$ cat src/rtl/fifo_wr_arbiter.sv
// Round-robin write arbiter: N producers share one FIFO write port,
// each grant holds the port for up to BURST words.
module fifo_wr_arbiter #(
    parameter int WIDTH = 8,
    parameter int NREQ  = 4,
    parameter int BURST = 4
) (
    input  logic                      wrclk,
    input  logic                      wr_rst,
    input  logic [NREQ-1:0]           req,
    input  logic [NREQ*WIDTH-1:0]     req_data,
    output logic [NREQ-1:0]           gnt,
    input  logic                      full,
    output logic                      push,
    output logic [WIDTH-1:0]          data_in,
    output logic [$clog2(NREQ)-1:0]   owner,
    output logic                      owner_vld
);

    localparam int OW = $clog2(NREQ);
    localparam int CW = $clog2(BURST + 1);

    localparam logic [0:0] IDLE  = 1'b0;
    localparam logic [0:0] GRANT = 1'b1;

    logic [0:0]    state;
    logic [OW-1:0] owner_q;
    logic [OW-1:0] last_owner;
    logic [CW-1:0] cnt;
    logic [OW-1:0] pick;
    logic          in_grant;
    logic          accept;
    logic          last_word;

    // First requester at or after last_owner+1, wrapping.
    function automatic logic [OW-1:0] rr_pick(
        input logic [NREQ-1:0] r,
        input logic [OW-1:0]   last
    );
        logic [OW-1:0] sel;
        int            idx;
        sel = '0;
        for (int k = NREQ - 1; k >= 0; k--) begin
            idx = (int'(last) + 1 + k) % NREQ;
            if (r[idx]) sel = OW'(idx);
        end
        return sel;
    endfunction

    assign pick      = rr_pick(req, last_owner);
    assign in_grant  = (state == GRANT) && !wr_rst;
    assign accept    = in_grant && req[owner_q] && !full;
    assign last_word = (cnt == CW'(BURST - 1));

    assign owner_vld = in_grant;
    assign owner     = wr_rst ? '0 : owner_q;
    assign push      = accept;
    assign gnt       = NREQ'(accept) << owner_q;
    assign data_in   = in_grant ? req_data[owner_q*WIDTH +: WIDTH] : '0;

    always_ff @(posedge wrclk) begin
        if (wr_rst) begin
            state      <= IDLE;
            owner_q    <= '0;
            cnt        <= '0;
            last_owner <= OW'(NREQ - 1);
        end else begin
            unique case (state)
                IDLE: begin
                    if (|req) begin
                        owner_q <= pick;
                        cnt     <= '0;
                        state   <= GRANT;
                    end
                end
                GRANT: begin
                    if (!req[owner_q] || (accept && last_word)) begin
                        state      <= IDLE;
                        last_owner <= owner_q;
                        cnt        <= '0;
                    end else if (accept) begin
                        cnt <= cnt + 1'b1;
                    end
                end
                default: state <= IDLE;
            endcase
        end
    end

endmodule

$ cat config.mk
export PLATFORM = sky130hd
export DESIGN_NAME = fifo_wr_arbiter
export DESIGN_NICKNAME = d
export VERILOG_FILES = /design/src/rtl/fifo_wr_arbiter.sv
export SDC_FILE = /design/constraint.sdc
export NUM_CORES = 1
export LEC_CHECK = 0
export CORE_MARGIN = 8
export CORE_UTILIZATION = 39
export CTS_CLUSTER_DIAMETER = 100
export CTS_CLUSTER_SIZE = 14
export DETAILED_ROUTE_END_ITERATION = 12
export PLACE_DENSITY = 0.86
export SYNTH_ARGS = -nofsm -noshare
export SYNTH_HDL_FRONTEND = slang
export SYNTH_SLANG_ARGS = --single-unit
$ cat constraint.sdc
create_clock -name wrclk -period 4.6 [get_ports wrclk]
set_input_delay 1.38 -clock wrclk [delete_from_list [all_inputs] [get_ports wrclk]]
set_output_delay 1.38 -clock wrclk [all_outputs]
set_load 0.005 [all_outputs]
**Word-level counts from Yosys, hierarchy flattened**

Cells that the tools add are included.

- Flip-flop bits (word level): 8
- Bits of input ports: 39
- Output and inout port bits: 16
- Logic and storage cells: 67

- Add/sub/neg operators: 5
- Order comparisons: 5
- Equality and inequality tests: 3
- Shifts and indexed selects: 2
- Muxes and demuxes: 27
- Bitwise gates (word level): 5
- Reductions and logical operators: 16

Operators with widths:

| cell | number |
|---|---|
| 32-bit by 3-bit adder with 32-bit output, second input constant | 2 |
| 32-bit by 2-bit adder with 32-bit output, second input constant | 1 |
| 32-bit by 6-bit variable part select with 8-bit output | 1 |
| 3-bit by 4-bit < comparator with 1-bit output, second input constant | 4 |
| 1-bit 2-to-1 mux | 11 |
| 1-bit binary-select mux with 2-bit select | 5 |
| 2-bit 2-to-1 mux | 5 |
| 3-bit 2-to-1 mux | 3 |
| 8-bit 2-to-1 mux | 1 |
| 2-bit OR reduction | 4 |
| 3-bit case mux with 2 select lines | 1 |
| 2-bit AND reduction | 3 |
| 1-bit logical AND | 4 |
| 4-bit OR reduction | 1 |
| 1-bit by 2-bit left shift with 4-bit output | 1 |
| 2-bit by 1-bit adder with 3-bit output, second input constant | 1 |
| 3-bit by 1-bit adder with 3-bit output, second input constant | 1 |
| 1-bit bitwise AND | 3 |
| 3-bit by 2-bit == test with 1-bit output, second input constant | 1 |
| 1-bit logical NOT | 3 |
| 2-bit by 3-bit < comparator with 1-bit output, second input constant | 1 |
| 3-bit by 1-bit != test with 1-bit output, second input constant | 1 |
| 2-bit != test, second input constant | 1 |
| 1-bit case mux with 2 select lines | 1 |
| other kinds (3) | 3 |

**Logic depth before layout (Yosys ltp)**

- Depth after elaboration: 11
- Gate-level depth with buffers: 6
- Mapped depth without buffers: 6

**Worst setup path after synthesis**

Ideal clock, no wire load.

- Path kind: input port to output port
- From: input wr_rst
- To: output gnt[0]
- Arrival time: 2.155 ns
- Required time: 3.220 ns
- Path slack: 1.065 ns
- Stages: 3
- Buffers on the path: 0
- Cells stage by stage: nand2b_4 > or2_2 > nor4b_1

- Word-level cells in the longest chain between the ends: 5

Ends and longest elaborated chain:

| element | line | text |
|---|---|---|
| start, declared | 9 | `input logic wr_rst,` |
| 1-bit logical NOT | 51 | `assign in_grant = (state == GRANT) && !wr_rst;` |
| 1-bit logical AND | 51 |  |
| 1-bit logical AND (2 in a row) | 52 | `assign accept = in_grant && req[owner_q] && !full;` |
| 1-bit by 2-bit left shift with 4-bit output | 58 | `assign gnt = NREQ'(accept) << owner_q;` |
| end, declared | 12 | `output logic [NREQ-1:0] gnt,` |

No other way between the ends.

**Worst setup path in the final report**

Ends and elaborated chain as after synthesis.

==> summary.txt <==
Outcome
  – Status: complete, no violations

Run
  – Max cap viols: 0

Layout
  – Fill count: 165
  – Post-layout util: 0.6838
  – Final nets: 191
  – Layout Area Growth over Synthesis: 72.14%
  – ANT cells: 0
  – Layout cell share with drive strength beyond 1: 0.1554

Timing
  – Unrepaired setup endpoints after global routing: no
  – Final Hold Viols: 0
  – Actual slew at the worst max-slew pin: around 870 ps
  – Fin. max-slew vios: 0
  – Fmax achieved: approximately 220 MHz
  – Setup violators final: 0
  – Final min period: 4495 ps
  – Setup Skew: 4.848 ps
  – Relative slew margins: 0.4183
  – Final worst path period share: 0.9773
  – Setup tns final: 0 ps

Power
  – Flop pwr share: 0.360
  – Switching share of power: 0.2819
  – Gate power share: 0.432
  – Pwr dens: ~170 nW/um^2
  – Clock group share of total power: 0.209
  – VDD IR max: ~0.00015 V
  – Psw: 0.00007204 W
  – LEAKAGE: 0.5386 nW
  – Internal Power: 0.0001835 W

Yosys
  – Post-Synthesis Cells: 90
  – Largest area contributor in the synthesized netlist: dfxtp_1
  – Number of synthesized flops with an enable pin: 0
  – Seq/Total Area, Yosys: 0.1877
  – Mapped Nets: between 100 and 150
  – Synth top area share: 0.1877
  – Post-Syn Area: about 850 sq um
  – Yosys reg bits: 8
  – Ys Warns: 0
  – Synth unique cells: 35
  – Post-synth ARST share: 0
  – Post-synthesis area per instance: 9.481 sq um
  – Most used DFF post-synth: dfxtp_1
  – Top cells by area, synth: dfxtp_1, mux4_2, nor2b_1

Placement
  – Hpwl dp: 2.584 mm
  – Port Buf Inserts: 54
  – Final GP Congestion: 0.8294

Clock network
  – Num Clock Sinks: 8
  – Clk slew on worst S/H paths: 50 ps
  – CTS tree: built
  – Worst skew pair latency: ~250 ps
  – Hold Buf Count CTS: 0
  – H-Tree Depth: 1
  – Resize count post-CTS: 0
  – Setup repair bufs after CTS: 0
  – Max clock buf depth: 2
  – Num CTS Buffers: 3
  – Clock root cell: clkbuf_4

Setup path
  – CP Capture Type: output pin
  – Kind of critical path: in -> out
  – Max FO, Critical Path: 2
  – WP data arrival: 3120 ps
  – WP data required: 3220 ps
  – CP Launch Type: input pin

Route
  – Max Used Layer: met4
  – Met2 routed WL: 1.327 mm
  – Met3 routed WL: 408 um
  – Detailed Routing Iterations Pass 1: 4
  – DRT met1 WL: 1.283 mm
  – WL per Instance: 17.32 um
  – DR iter-0 viols: between 50 and 60
  – Routed vias: slightly below 1,000
  – DRT antenna net count: 0
  – DR DRC count: 0
  – Drt via density: roughly 5.5
  – Routed Wire Length: about 3.0 mm

Global route
  – Initial antenna violation count: 0
  – Largest net degree at the start of global routing: 21
  – GRT Util Overall: 0.1532
  – Vias in the first global route: 971
  – Total gr overflow: 0
  – First-pass GRT wire length: around 5 mm

Die
  – Die extent in y: 62.78 um
  – Placeable Area: 2148 sq um
  – Num ports: between 50 and 60
  – Die ar.: approximately 3900 sq um
  – Rows: 17
  – Die Wd: 62.78 um
  – Initial core utilization: 0.3972

Hold path
  – Worst Hold Class: reg -> reg
-- metrics by stage --
step | worst slack (ps) | cell area (sq um) | power (W) | hold slack (ps) | std cells
floorplan | 1065 | 853.3 | 0.0001444 | 458.2 | 90
global placement | 124.3 | 1446 | 0.0001999 | 464.7 | 173
detailed placement | 117.6 | 1446 | 0.0002034 | 488.1 | 173
CTS | 105.6 | 1469 | 0.0002585 | 496.0 | 176
global route | 25.97 | 1469 | 0.0002717 | 520.8 | 176
finish | 104.5 | 1469 | 0.0002555 | 489.9 | 176
-- power groups by stage --
stage	Sequential (W)	Clock, W	Combinational, W
after floorplan	0.0000783	0	0.0000661
after global routing	0.0000939	0.0000596	0.000118
final	0.0000919	0.0000534	0.000110
after global placement	0.0000927	0	0.000107
after detailed placement	0.0000933	0	0.000110
after CTS	0.0000919	0.0000558	0.000111
-- metal layers --
metal | vias to the layer above | global-route usage
li1 | 457 | -
met1 | 446 | 0.1738
met2 | 58 | 0.2445
met3 | 4 | 0.06989
met4 | 0 | 0.05983
met5 | - | 0
-- layout make-up --
class / count / area, sq um / share of cell area
clock buffers: 3 / 22.52 / 0.01533
multi-input cells: 70 / 635.6 / 0.4327
flip-flops and latches: 8 / 160.2 / 0.1090
well taps: 28 / 35.03 / 0.02385
inverters: 6 / 22.52 / 0.01533
repair buffers: 61 / 593.1 / 0.4037
-- logic make-up (layout without fill, tap and decap cells) --
kind of cell,after synthesis,count (layout),synth area share
buffers and inverters,12,70,0.06744
flip-flops,8,8,0.1877
AND/OR/NAND/NOR,42,42,0.2976
multiplexers,12,12,0.2815
AO/OA/AOI/OAI,14,14,0.1364
adder cells (fa/ha/maj),2,2,0.02932
-- flip-flops by register name, indices dropped and copies added (netlist names) --
register,cells
cnt,3
last_owner,2
owner_q,2
state,1
-- critical path, cell delays in order --
cell             delay [ps]
clkdlybuf4s50_1         420
nand2b_4                150
or2_2                   290
nor4b_1                 300
clkdlybuf4s50_1         580
-- path summary, 6_finish.rpt --
kind / from / endpoint / slack, ps / cells past startpoint
hold reg to reg: cnt[1]$_SDFFE_PP0P_ / cnt[1]$_SDFFE_PP0P_ / 490 / 2
setup / recovery: wr_rst / gnt[0] / 100 / 5
hold / removal: cnt[1]$_SDFFE_PP0P_ / cnt[1]$_SDFFE_PP0P_ / 490 / 2
setup reg to reg: owner_q[0]$_SDFFE_PP0P_ / last_owner[1]$_SDFFE_PP1P_ / 2560 / 4
-- synthesized netlist by cell type, drive strengths merged (3+ instances only) --
master and number:
nor2 6, buf 5, mux2i 3, mux4 9, dfxtp 8, inv 6, nor2b 12, nor3 5
nand2 4, nand2b 6
-- layout by cell type, fill, tap and decap left out, types with 2 or more instances in the layout --
master and n:
clkdlybuf4s50_1 54, nor2b_1 12, dfxtp_1 8, mux4_2 7, buf_4 7, inv_1 6
nor2_1 6, nor3_1 5, nand2b_1 5, nand2_1 4, mux2i_1 3, clkbuf_4 3
mux4_1 2, o32ai_1 2, o21ai_0 2, a21oi_1 2, ha_1 2
No activity file was read; power rests on OpenSTA's default activity.
